==> config.mk <==
export PLATFORM = sky130hd
export DESIGN_NAME = if_fetch_queue
export DESIGN_NICKNAME = d
export VERILOG_FILES = /design/src/rtl/if_fetch_queue_pkg.sv /design/src/rtl/if_fetch_queue_fetch_fifo.sv /design/src/rtl/if_fetch_queue.sv
export SDC_FILE = /design/constraint.sdc
export NUM_CORES = 1
export LEC_CHECK = 0
export CORE_UTILIZATION = 53
export DETAILED_ROUTE_END_ITERATION = 7
export PLACE_DENSITY_LB_ADDON = 0.3
export SLEW_MARGIN = 40
export SYNTH_ARGS = -nofsm -noshare
export SYNTH_HDL_FRONTEND = slang
export SYNTH_SLANG_ARGS = --single-unit
==> constraint.sdc <==
create_clock -name clk -period 5.85 [get_ports clk]
set_input_delay 0.585 -clock clk [delete_from_list [all_inputs] [get_ports clk]]
set_output_delay 0.585 -clock clk [all_outputs]
set_load 0.05 [all_outputs]
==> src/rtl/if_fetch_queue_pkg.sv <==
// Shared bus widths, constants and the queue entry layout for the fetch stage.
package if_fetch_queue_pkg;

  localparam int unsigned INST_ADDR_W       = 32;
  localparam int unsigned INST_W            = 32;
  localparam int unsigned FETCH_QUEUE_DEPTH = 4;

  localparam logic [INST_W-1:0]      ZERO_WORD    = 32'h0000_0000;
  localparam logic [INST_ADDR_W-1:0] PC_STEP      = 32'd4;
  localparam logic                   CHIP_ENABLE  = 1'b1;
  localparam logic                   CHIP_DISABLE = 1'b0;
  localparam logic                   RST_ENABLE   = 1'b0;
  localparam logic                   RST_DISABLE  = 1'b1;

  // One prefetched instruction together with the address it came from.
  typedef struct packed {
    logic [INST_ADDR_W-1:0] pc;
    logic [INST_W-1:0]      inst;
  } fetch_entry_t;

  localparam int unsigned FETCH_ENTRY_W = $bits(fetch_entry_t);

  // Instructions are word aligned; stray low bits of a target are dropped.
  function automatic logic [INST_ADDR_W-1:0] align_pc(input logic [INST_ADDR_W-1:0] pc);
    return pc & ~(PC_STEP - INST_ADDR_W'(1));
  endfunction

endpackage

==> src/rtl/if_fetch_queue_fetch_fifo.sv <==
// Synchronous FIFO holding prefetched {pc, inst} entries.
// Ports: clk, rst (sync, active-low), i_push/i_pop/i_flush controls,
//        i_data write data, o_full/o_empty status, o_head entry at read pointer.
// DEPTH must be a power of two so the pointers wrap naturally.
module if_fetch_queue_fetch_fifo #(
  parameter int unsigned WIDTH = 64,
  parameter int unsigned DEPTH = 4
) (
  input  logic             clk,
  input  logic             rst,
  input  logic             i_push,
  input  logic             i_pop,
  input  logic             i_flush,
  input  logic [WIDTH-1:0] i_data,
  output logic             o_full,
  output logic             o_empty,
  output logic [WIDTH-1:0] o_head
);

  localparam int unsigned AW = $clog2(DEPTH);
  localparam int unsigned CW = AW + 1;

  logic [WIDTH-1:0] r_mem [DEPTH];
  logic [AW-1:0]    r_rd_ptr;
  logic [AW-1:0]    r_wr_ptr;
  logic [CW-1:0]    r_count;

  // Pointer and occupancy tracking; flush and reset both empty the queue.
  always_ff @(posedge clk) begin
    if (!rst || i_flush) begin
      r_rd_ptr <= '0;
      r_wr_ptr <= '0;
      r_count  <= '0;
    end else begin
      if (i_push) r_wr_ptr <= r_wr_ptr + AW'(1);
      if (i_pop)  r_rd_ptr <= r_rd_ptr + AW'(1);
      r_count <= r_count + CW'(i_push) - CW'(i_pop);
    end
  end

  // Storage needs no reset; occupancy decides what is visible.
  always_ff @(posedge clk) begin
    if (rst && !i_flush && i_push) r_mem[r_wr_ptr] <= i_data;
  end

  assign o_full  = (r_count == CW'(DEPTH));
  assign o_empty = (r_count == '0);
  assign o_head  = r_mem[r_rd_ptr];

endmodule

==> src/rtl/if_fetch_queue.sv <==
// Instruction fetch stage: owns the fetch PC, reads the ROM and buffers
// returned instructions for decode behind a valid/ready handshake.
// Ports: clk, rst (sync, active-low); rom_ce_o/rom_addr_o/rom_inst_i ROM side;
//        redirect_i/redirect_pc_i flush-and-refetch from execute;
//        id_valid_o/id_ready_i/id_pc_o/id_inst_o decode side.
module if_fetch_queue
  import if_fetch_queue_pkg::*;
#(
  parameter logic [31:0] RESET_PC    = 32'h0000_0000,
  parameter int unsigned QUEUE_DEPTH = FETCH_QUEUE_DEPTH
) (
  input  logic        clk,
  input  logic        rst,
  output logic        rom_ce_o,
  output logic [31:0] rom_addr_o,
  input  logic [31:0] rom_inst_i,
  input  logic        redirect_i,
  input  logic [31:0] redirect_pc_i,
  output logic        id_valid_o,
  input  logic        id_ready_i,
  output logic [31:0] id_pc_o,
  output logic [31:0] id_inst_o
);

  logic [INST_ADDR_W-1:0] r_fetch_pc;
  logic                   w_full;
  logic                   w_empty;
  logic                   w_push;
  logic                   w_pop;
  logic                   w_valid;
  logic                   w_run;
  fetch_entry_t           w_wr_entry;
  fetch_entry_t           w_head;

  assign w_run = (rst == RST_DISABLE);

  // ce looks only at registered occupancy, so decode ready never reaches the ROM.
  assign w_push  = w_run && !w_full && !redirect_i;
  assign w_valid = w_run && !w_empty && !redirect_i;
  assign w_pop   = w_valid && id_ready_i;

  assign w_wr_entry = '{pc: r_fetch_pc, inst: rom_inst_i};

  // Fetch PC: reset, redirect, then sequential advance on each ROM read.
  always_ff @(posedge clk) begin
    if (!w_run) begin
      r_fetch_pc <= RESET_PC;
    end else if (redirect_i) begin
      r_fetch_pc <= align_pc(redirect_pc_i);
    end else if (w_push) begin
      r_fetch_pc <= r_fetch_pc + PC_STEP;
    end
  end

  if_fetch_queue_fetch_fifo #(
    .WIDTH(FETCH_ENTRY_W),
    .DEPTH(QUEUE_DEPTH)
  ) u_fifo (
    .clk    (clk),
    .rst    (rst),
    .i_push (w_push),
    .i_pop  (w_pop),
    .i_flush(redirect_i),
    .i_data (w_wr_entry),
    .o_full (w_full),
    .o_empty(w_empty),
    .o_head (w_head)
  );

  // Outputs are forced quiet while reset is asserted.
  assign rom_ce_o   = w_push ? CHIP_ENABLE : CHIP_DISABLE;
  assign rom_addr_o = w_run ? r_fetch_pc : '0;
  assign id_valid_o = w_valid;
  assign id_pc_o    = (w_run && !w_empty) ? w_head.pc   : '0;
  assign id_inst_o  = (w_run && !w_empty) ? w_head.inst : ZERO_WORD;

endmodule

# --- Yosys cells after proc, flatten, opt, wreduce, memory -nomap -nowiden ---
# Memories as Yosys holds them, arrays and structs flattened. A register that Yosys moved wholly into a read port is not among the register bits.
# Cells that the tools add are included.
word_totals:
  ff_bits: 39
  ramBits: 256
  input_bits: 68
  output_inout_bits: 98
  word_cells: 38
  mem_count: 1
mem_list:
  columns: ["name", "depth", "width", "read_ports", "rd_ports_with_merged_regs", "write_ports", "line_no", "rtl"]
  rows:
  - ["u_fifo.r_mem", 4, 64, 1, 1, 1, "if_fetch_queue_fetch_fifo.sv:23", "logic [WIDTH-1:0] r_mem [DEPTH];"]
op_classes:
  add_sub_neg: 5
  eq_ne: 1
  muxes: 10
  bitwise: 1
  n_reduce_logical: 15
ops:
  columns: ["op", "n"]
  rows:
  - ["32-bit 2-to-1 mux", 5]
  - ["32-bit by 3-bit adder with 32-bit output (second input constant)", 1]
  - ["1-bit logical AND", 7]
  - ["2-bit by 1-bit adder with 2-bit output (second input constant)", 2]
  - ["1-bit zero test", 4]
  - ["2-bit 2-to-1 mux", 2]
  - ["3-bit by 1-bit adder with 3-bit output", 1]
  - ["3-bit equality test (second input constant)", 1]
  - ["3-bit zero test", 1]
  - ["1-bit 2-to-1 mux", 3]
  - ["3-bit by 1-bit subtractor with 3-bit output", 1]
  - ["2-bit nonzero test", 1]
  - ["2-bit OR reduction", 1]
  - ["1-bit logical OR", 1]
  - ["1-bit NOT", 1]

# --- Logic depth before layout (Yosys ltp) ---
# Gate-level depths: netlist of run 1.
depth:
  depth_word: 7
  ltp_mapped: 12
  depth_no_buf: 11

# --- Cells and area by module ---
# A second synthesis of run 1 with hierarchy kept.
unflattened:
  cells_unflattened: 709
  area_unflattened_um2: 12253.0
modules_own_cells:
  columns: ["module", "n_inst", "cells_per_inst", "area_each_um2", "seq_area_each_um2"]
  rows:
  - ["if_fetch_queue_fetch_fifo", 1, 378, 9761.9, 7867.5]
  - ["if_fetch_queue", 1, 331, 2491.1, 600.6]

# --- Worst setup path after synthesis of run 1 ---
# Ideal clock, no wire load.
synth_timing:
  path_kind: "input-to-reg"
  from: "in rst"
  to: "reg u_fifo.r_count[2]"
  setup_ns: 0.120
  arrival_time_ns: 3.285
  required_time_ns: 5.730
  setup_slack_ns: 2.445
  path_stages: 12
  path_buffers: 2
  path_cell_list: "clkbuf_1 -> clkbuf_1 -> nand2_1 -> nor2_1 -> inv_1 -> ha_1 -> inv_1 -> ha_1 -> fa_1 -> xnor2_1 -> xnor2_1 -> nor2_1"
synth_between:
  elab_chain_len: 4
  word_cells_on_any_way: 9
  classes_between: "add/sub: 2; reduce/logical: 7"
synth_lines:
  columns: ["item", "line_no", "rtl"]
  rows:
  - ["from (decl)", "if_fetch_queue.sv:13", "input logic rst,"]
  - ["1-bit logical AND (on tied branches) (2 in a row)", "if_fetch_queue.sv:38, if_fetch_queue.sv:39", null]
  - ["3-bit by 1-bit adder with 3-bit output / 1-bit logical AND (equally long branches)", "if_fetch_queue_fetch_fifo.sv:37, if_fetch_queue.sv:40", null]
  - ["3-bit by 1-bit subtractor with 3-bit output", "if_fetch_queue_fetch_fifo.sv:37", "r_count <= r_count + CW'(i_push) - CW'(i_pop);"]
  - ["to (signal assigned)", "if_fetch_queue_fetch_fifo.sv:37", null]
  - ["to (decl)", "if_fetch_queue_fetch_fifo.sv:26", "logic [CW-1:0] r_count;"]
# Parallel ways exist; a longest one is shown, timed or not.
# A chain may end at the register's enable or synchronous reset.

==> impl_metrics.yaml, run 1 <==
power:
  p_leak_nw: 5.02
  p_per_area_mw_per_mm2: 303
  p_clk_frac: 0.416
  p_sw_mw: 0.970
  switching_share: 0.215
  seq_power_share: 0.516
  p_int_mw: 3.54
  peakVddDrop_mv: 0.252
  pwr-share-comb: 0.068
sta:
  holdWs_ps: 474
  worst_pin_slew_ps: 778
  hold_viol: 0
  tns_ps: 0
  clock.fmax_mhz: 281
  clock_skew_ps: 7.80
  fin_crit_sh: 0.608
  slew_violations: 0
  slew-limit-headroom: 0.481
  period_minus_slack_ps: 3560
  setup_violations: 0
  rsz0062_at_grt: "no"
logic_synthesis:
  synth_most_common_cell: "edfxtp_1"
  netlist_area_mm2: 0.0119
  synth_top_area_share: 0.627
  synth_edf_count: 248
  synth_flop_cell: "edfxtp_1"
  synthArstFlopShare: 0
  syn_avg_cell_area_um2: 16.5
  synth_cell_types: 50
  synthTopCellsByArea: "edfxtp_1 63%, mux4_2 12%, dfxtp_1 6.6%"
  synthCells: 719
  yosysWarnings: 0
  yosysTopAreaCell: "edfxtp_1"
  yosysSeqAreaShare: 0.693
  synthTopCellsByCount: "248 x edfxtp_1, 69 x and3_1, 62 x mux4_2"
  ys_seq_elements: 287
floorplan:
  die_area_mm2: 0.0230
  row_count: 54
  coreArea_mm2: 0.0219
  die_x_um: 152
  start_util: 0.543
  ios: 166
  die_y_um: 152
clock_tree:
  cts_hold_buf: 0
  htree_levels: 1
  cts.sinks: 287
  clock_path_buffers: 3
  cts_resized: 0
  clockRootBuffer: "clkbuf_16"
  cts_tree: "yes"
  post_cts_buffers: 0
  path_clk_slew_ps: 60
  numCtsBuffers: 29
  clock_latency_ps: 540
place:
  io_buffers: 159
  dp_hpwl_mm: 16.0
  routabilityCongestion: 0.757
detailed_routing:
  ant_nets: 0
  vias: 7015
  drc: 0
  drtPass1Iterations: 5
  drtIter0Drc: 566
  routedWlPerCell_um: 21.7
  wl_mm: 25.6
  viasPerCell: 5.94
grt:
  track_usage: 0.226
  antenna_found_initial: 1
  grt_overflow: 0
  grt_pass1_wl_mm: 39.0
  grt_max_degree: 88
  grt_pass1_vias: 7023
critical_path:
  critPathArrivalTime_ps: 2970
  r2r_slack_ps: 3070
  crit_chain: "buf_4 -> mux4_2 -> and3_1 -> clkdlybuf4s50_1"
  rr_startpoint: "u_fifo.r_count[1]$_SDFF_PP0_"
  critPathCaptureType: "output pin"
  crit_buf_inv: 2
  cp_data_required_time_ps: 5270
  cp_max_fo: 18
  crit_path_start_kind: "flop"
  reg2reg_to: "u_fifo.r_count[2]$_SDFF_PP0_"
  r2r_cells: 9
  crit_type: "reg2out"
  slowest_stage: "clkdlybuf4s50_1"
  slowest_delay_ps: 700
  crit_family: "buffers and inverters"
finish:
  syn2layout_area_growth_pct: 25.3
  drive_gt1_frac: 0.158
  final_nets: 951
min_path:
  worstHoldPathType: "in2reg"
  holdPathStages: 2
  holdPathEnd: "r_fetch_pc[4]$_SDFFE_PN0P_"
  min_from: "rst"
outcome:
  status: "finished clean"
run:
  cap_viol_max_count: 0
## kinds of logic (layout without fill, tap and decap cells)
group / after synthesis / in the layout / share of synthesized area
xor+xnor: 15 / 15 / 0.0111
other cells: 1 / 6 / 0.000316
buf+inv: 65 / 241 / 0.0247
fa+ha+maj: 8 / 8 / 0.00906
flops: 287 / 287 / 0.693
mux: 62 / 62 / 0.118
simple gates: 203 / 203 / 0.103
compound gates: 78 / 78 / 0.0415
## flip-flops by register name, summed over array words and instances, names as in the netlist, named ones only
name,count
u_fifo.r_mem,248
r_fetch_pc,30
u_fifo.r_count,3
u_fifo.r_rd_ptr,2
u_fifo.r_wr_ptr,2
## metal layers
layer  track usage  share of wire  vias up
met1         0.308           0.41     3550
met2         0.379           0.51      243
met3        0.0350          0.064       36
met4        0.0619          0.019        0
li1              -              -     3186
met5             0              0        -
## how the worst max path moves through the flow
| stage | startpoint | endpoint | cells past startpoint |
|---|---|---|---|
| CTS | flop | id_inst_o[14] | 4 |
| floorplan | rst | u_fifo.r_count[2]$_SDFF_PP0_ | 12 |
| finish | flop | id_inst_o[14] | 4 |
| detailed placement | rst | id_pc_o[31] | 4 |
| global placement | redirect_i | id_valid_o | 4 |
| global route | flop | id_inst_o[21] | 4 |
## cells in the final DEF, fill, tap and decap left out, types with 5 or more instances in the layout
| master | synthesis | layout |
|---|---|---|
| and2_1 | 33 | 33 |
| o21ai_0 | 28 | 28 |
| ha_1 | 7 | 7 |
| buf_4 | 5 | 5 |
| dfxtp_1 | 39 | 37 |
| edfxtp_1 | 248 | 248 |
| inv_1 | 13 | 13 |
| a31oi_1 | 8 | 8 |
| nor4_1 | 10 | 8 |
| clkinv_2 | 0 | 5 |
| a211oi_1 | 5 | 5 |
| mux4_2 | 62 | 62 |
| o31ai_1 | 7 | 7 |
| buf_12 | 0 | 11 |
| nor2_1 | 6 | 6 |
| clkbuf_16 | 0 | 30 |
| or4_1 | 8 | 8 |
| nor3_1 | 10 | 10 |
| and4_1 | 8 | 8 |
| nand2_1 | 22 | 22 |
| xnor2_1 | 11 | 11 |
| clkbuf_8 | 1 | 5 |
| clkbuf_1 | 35 | 6 |
| clkdlybuf4s50_1 | 0 | 157 |
| nand4_1 | 10 | 10 |
| and3_1 | 69 | 65 |
| a21oi_1 | 15 | 15 |
| nand3_1 | 8 | 8 |
| nand2b_1 | 5 | 5 |
## layout make-up
class                      count  area (um^2)
antenna                        2         5.00
clock buffer                  41          842
clock inverter                13          150
fill                        1479         7020
inverter                      13         48.8
multi-input combinational    370         3410
sequential                   287         8240
tap                          280          350
timing repair buffer         174         1830
## power groups by stage
stage          registers [mW]  clock network, mW  logic (mW)
3_5_place_dp             2.37                  0       0.309
3_3_place_gp             2.37                  0       0.292
4_1_cts                  2.33               1.91       0.310
2_1_floorplan            2.35                  0       0.183
5_1_grt                  2.33               1.98       0.329
6_report                 2.33               1.88       0.308
## per-stage QoR
step	power, mW	util	worst slack, ps	cells	instance area, um^2
2_1_floorplan	2.54	-	2440	722	11900
3_3_place_gp	2.66	0.623	1990	1113	13600
3_5_place_dp	2.68	0.634	2490	1124	13900
4_1_cts	4.55	0.679	2220	1178	14900
5_1_grt	4.64	0.679	2160	1178	14900
6_report	4.51	0.680	2290	1180	14900
## worst reg2reg max path, cell delays in order, from the launching register on
cell	delay [ps]
dfxtp_1	360
or3_4	680
and3_1	350
ha_1	290
inv_1	50
ha_1	190
fa_1	370
xnor2_1	210
xnor2_1	140
nor2_1	50
(Power assumes the default switching activity.)
==> run 2: changes to the inputs <==
CORE_UTILIZATION = 49   (was 53)
clock period = 3.2 ns   (was 5.85 ns; I/O delays follow)
==> run 2 against run 1 <==
Worst hold slack worse by 260 ps; die area is 8.1% higher; critical endpoint is now id_pc_o[4]; utilization is 4.6 points lower; sequential cell count stayed put; critical path type unchanged; clock-buffer cell count is 2 lower; clock skew is 2.3 ps higher.
==> impl_metrics.yaml, run 2 (synthesis gave the netlist of run 1 again) <==
finish:
  largest_reg_flops: 248
  top_regs: "u_fifo.r_mem: 248 flops, r_fetch_pc: 30 flops, u_fifo.r_count: 3 flops"
  drive_gt1_frac: 0.164
  final_nets: 962
  syn2layout_area_growth_pct: 25.9
  mostFrequentLayoutCell: "edfxtp_1"
  largest-register: "u_fifo.r_mem"
  stdcell_area_mm2: 0.0150
  antenna_cells: 0
  final_cell_mix: "248 x edfxtp_1, 153 x clkdlybuf4s50_1, 65 x and3_1"
clock_tree:
  cts_tree: "yes"
  cts.sinks: 287
  clockRootBuffer: "clkbuf_16"
  post_cts_buffers: 0
  clock_path_buffers: 3
  cts_resized: 0
  clock_latency_ps: 540
  htree_levels: 1
  numCtsBuffers: 30
  path_clk_slew_ps: 60
  cts_hold_buf: 0
power:
  pwr-share-comb: 0.070
  p_int_mw: 6.42
  switching_share: 0.217
  p_sw_mw: 1.77
  p_leak_nw: 5.05
  power_mw: 8.19
  p_per_area_mw_per_mm2: 548
  seq_power_share: 0.519
  p_clk_frac: 0.412
  peakVddDrop_mv: 0.433
floorplan:
  row_count: 56
  start_util: 0.503
  die_x_um: 158
  die_area_mm2: 0.0249
  die_y_um: 158
  ios: 166
  coreArea_mm2: 0.0236
sta:
  fin_crit_sh: 0.959
  setup_violations: 0
  hold_viol: 0
  setup_slack_ps: 131
  rsz0062_at_grt: "no"
  slew_violations: 0
  period_minus_slack_ps: 3070
  worst_pin_slew_ps: 618
  tns_ps: 0
  clock.fmax_mhz: 326
  holdWs_ps: 211
  clock_skew_ps: 10.1
  slew-limit-headroom: 0.584
place:
  routabilityCongestion: 0.763
  io_buffers: 159
  place_ws_ps: 525
  dp_hpwl_mm: 15.4
  place_area_mm2: 0.0140
critical_path:
  crit_type: "reg2out"
  crit_path_start_kind: "flop"
  critPathArrivalTime_ps: 2750
  cp_data_required_time_ps: 2880
  critPathCaptureType: "output pin"
  cp_max_fo: 52
grt:
  grt_max_degree: 88
  grt_pass1_wl_mm: 39.6
  antenna_found_initial: 0
  grt_overflow: 0
  grt_pass1_vias: 7105
  track_usage: 0.212
run:
  cap_viol_max_count: 0
detailed_routing:
  vias: 6955
  drtPass1Iterations: 5
  viasPerCell: 5.66
  drtIter0Drc: 512
  ant_nets: 0
  wl_mm: 25.5
  routedWlPerCell_um: 20.7
  drc: 0
outcome:
  status: "finished clean"
min_path:
  worstHoldPathType: "in2reg"
==> run 2: cell types whose count changed in the layout (fill, tap and decap cells not counted), moves of 2 or more <==
cell / delta
clkbuf_1: +2
nor4_2: -2
clkinv_1: +4
clkdlybuf4s50_1: -4
clkinvlp_4: +2
clkinv_2: -2
buf_4: +14
clkbuf_8: -5
nor4_1: +2
diode_2: -2
==> run 2: layer usage <==
layer / vias up / share of wire / track usage
met5: - / 0 / 0
met4: 0 / 0.024 / 0.0601
met3: 42 / 0.056 / 0.0328
met2: 234 / 0.50 / 0.360
met1: 3482 / 0.42 / 0.283
li1: 3197 / - / -
==> run 2: through the flow <==
step | utilization | instances
floorplan | - | 722
global placement | 0.593 | 1173
detailed placement | 0.593 | 1173
CTS | 0.633 | 1228
global route | 0.633 | 1228
finish | 0.633 | 1228
==> run 2: path summary, 6_finish.rpt <==
| path | start | end | slack (ps) | cells past startpoint |
|---|---|---|---|---|
| max | u_fifo.r_count[1]$_SDFF_PP0_ | id_pc_o[4] | 130 | 4 |
| min | rst | r_fetch_pc[3]$_SDFFE_PN0P_ | 210 | 2 |
| max reg2reg | u_fifo.r_count[1]$_SDFF_PP0_ | u_fifo.r_count[2]$_SDFF_PP0_ | 520 | 9 |
| min reg2reg | u_fifo.r_wr_ptr[1]$_SDFFE_PP0P_ | u_fifo.r_wr_ptr[1]$_SDFFE_PP0P_ | 510 | 2 |
==> run 2: final cells by class <==
type	count	area, um^2
Multi-Input combinational cell	370	3390
Sequential cell	287	8240
Timing Repair Buffer	184	1910
Clock buffer	39	806
Clock inverter	16	159
Tap cell	319	399
Fill cell	1737	8660
Inverter	13	48.8
==> run 2: worst max-delay path, stage by stage, from the launching register on <==
cell and delay [ps]:
dfxtp_1 360, or3_2 630, buf_12 260, and3_1 240
clkdlybuf4s50_1 720
==> run 2: power groups by stage <==
stage	registers (mW)	logic [mW]	clock network, mW
floorplan	4.30	0.334	0
global placement	4.32	0.568	0
detailed placement	4.33	0.574	0
CTS	4.25	0.576	3.44
global route	4.26	0.612	3.58
finish	4.25	0.570	3.37
==> RTL edit (settings of run 1) <==
Set the package constant `FETCH_QUEUE_DEPTH` to 2 (it was 4).
--- a/src/rtl/if_fetch_queue_pkg.sv
+++ b/src/rtl/if_fetch_queue_pkg.sv
@@ -5,3 +5,3 @@
   localparam int unsigned INST_W            = 32;
-  localparam int unsigned FETCH_QUEUE_DEPTH = 4;
+  localparam int unsigned FETCH_QUEUE_DEPTH = 2;
 
Formal check against the unedited RTL: not equivalent (Yosys sat finds a counterexample within 4 cycles, from zero or initial values and one cycle with rst low).
==> RTL edit against run 1 <==
- cell count fell by 24%
- wire length fell by 38%
- power fell by 42%
- worst hold slack improved by 0.051 ns
- non-clock buffer count fell by 6
- final area fell by 37%
- die area fell by 40%
- count of clock-buffer cells in the layout fell by 21
- area after synthesis fell by 40%
- sequential share of layout area fell by 8.1 points
- utilization rose by 5.1 points
- sequential cell count fell by 128
- worst setup slack improved by 0.20 ns
- critical path type unchanged
- critical endpoint is now id_pc_o[18]
==> RTL edit: results (changes against run 1) <==
metric;value;unit;change
seq_area_frac_synth;62.5;%;-6.8 points
worst_pin_slew;0.822;ns;+0.0445 ns
leakage;3.08;nW;-39%
via_per_inst;5.58;;-6.2%
wl_per_cell;17.8;µm;-18%
regToRegSetupSlack;3.24;ns;+0.17 ns
synthCells;565;;-21%
track_usage;23.5;%;+0.96 points
synth.area.top_cells;edfxtp_1, dfxtp_1, mux2i_1;;
grt_pass1_wl;25400;µm;-35%
wl;15900;µm;-38%
use_met3;4.89;%;+1.4 points
cp_max_fo;33;;+15
r2r_start;u_fifo.r_count[0];;
min_from;u_fifo.r_rd_ptr;;
hold_depth;2;;unchanged
reg2reg_depth;5;;-4
fillers;902;;-39%
use_met2;39.9;%;+2.1 points
reg_top3;u_fifo.r_mem (124), r_fetch_pc (30), u_fifo.r_count (2);;
grt_max_degree;80;;-9.1%
cp_slowest_stage_delay;0.74;ns;+0.04 ns
hold_path_end;u_fifo.r_rd_ptr;;
grt_antenna_before_repair;0;;-1
dp_cells;865;;-23%
cts_buffers;17;;-41%
drive_gt1_share;7.03;%;-8.8 points
cp_top_family;buffers and inverters;;
layout.nets;783;;-18%
yosysUniqueCellTypes;49;;-2.0%
cp.arrival;2.77;ns;-0.20 ns
worst_hold_path_type;flop to flop;;
status;finished clean;;
synth-edff-count;124;;-50%
n_antenna_cell;0;;-2
port_buffers;159;;unchanged
irDropWorstVdd;0.159;mV;-37%
cts_max_level;4;;+3
critPathSlowestCell;clkdlybuf4s50_1;;
hpwlAfterDp;10500;µm;-34%
clkLatencyLatePin;0.41;ns;-0.13 ns
clockBufferDepth;2;;-1
finClkSkew;0.00659;ns;-0.00122 ns
routabilityCongestion;0.799;;+5.5%
drt-initial-drc-count;469;;-17%
regToRegEndpoint;u_fifo.r_mem[1][4];;
grt_pass1_vias;4895;;-30%
met1_usage;30.3;%;-0.48 points
synth_common_cells;edfxtp_1, nor2_1, mux2i_1;;
[RTL edit: changes by cell type in the layout (fill, tap and decap cells not counted), moves of 10 or more]
cell and change:
clkbuf_16 -13, mux4_2 -62, nor2_1 +70, and3_1 -58, nand2_1 -14, mux2i_1 +62
a21oi_1 -10, nand3_1 +10, buf_12 -10, edfxtp_1 -124
[RTL edit: cell type report]
cell class                      count  area share, %
Sequential cell                   159           47.2
Multi-Input combinational cell    361           26.2
Timing Repair Buffer              168           18.0
Clock buffer                       20           4.66
Tap cell                          172           2.30
Clock inverter                     12           1.45
Inverter                            5          0.200
[RTL edit: worst min-delay path, stage by stage (launching register included)]
cell and delay [ns]:
dfxtp_1 0.33, xnor2_1 0.09, nor2_1 0.08
[RTL edit: cells by family (layout without fill, tap and decap cells)]
family | after synthesis | count (layout) | synth area share (%)
AND/OR/NAND/NOR | 210 | 210 | 16.2
flip-flops | 159 | 159 | 62.5
AO/OA/AOI/OAI | 70 | 70 | 7.14
multiplexers | 62 | 62 | 8.77
buffers and inverters | 48 | 205 | 3.27
XOR/XNOR | 12 | 12 | 1.49
adder cells (fa/ha/maj) | 3 | 3 | 0.531
other | 1 | 4 | 0.0530
[RTL edit: how the worst max path moves through the flow]
stage / startpoint / to / slack (ns) / cells past startpoint
after floorplan: rst / u_fifo.r_mem[0][0] / 1.54 / 5
after global placement: rst / u_fifo.r_mem[1][20] / 2.50 / 6
after detailed placement: rst / rom_ce_o / 2.71 / 5
after CTS: u_fifo.r_count[0] / id_pc_o[21] / 2.43 / 4
after global routing: u_fifo.r_count[0] / id_pc_o[21] / 2.36 / 4
final: u_fifo.r_count[0] / id_pc_o[18] / 2.50 / 4
[RTL edit: stage by stage]
| stage | instance area (µm²) | hold WS (ns) | worst slack [ns] | utilization (%) |
|---|---|---|---|---|
| 2_1_floorplan | 7090 | 0.424 | 1.54 | - |
| 3_3_place_gp | 8750 | 0.495 | 2.50 | 68.2 |
| 3_5_place_dp | 8800 | 0.507 | 2.71 | 68.6 |
| 4_1_cts | 9370 | 0.524 | 2.43 | 73.1 |
| 5_1_grt | 9370 | 0.538 | 2.36 | 73.1 |
| 6_report | 9370 | 0.525 | 2.50 | 73.1 |
[RTL edit: power by group]
group	switching [mW]	internal (mW)	leakage, nW
clock network	0.441	0.633	0.273
registers	0.0393	1.27	1.43
logic	0.147	0.107	1.38
total	0.627	2.01	3.08
[RTL edit: metal layers]
metal  vias to the layer above  share of wire (%)
met2                       204                 51
met5                         -                  0
met3                        13                6.4
met4                         0               0.89
met1                      2389                 42
li1                       2396                  -
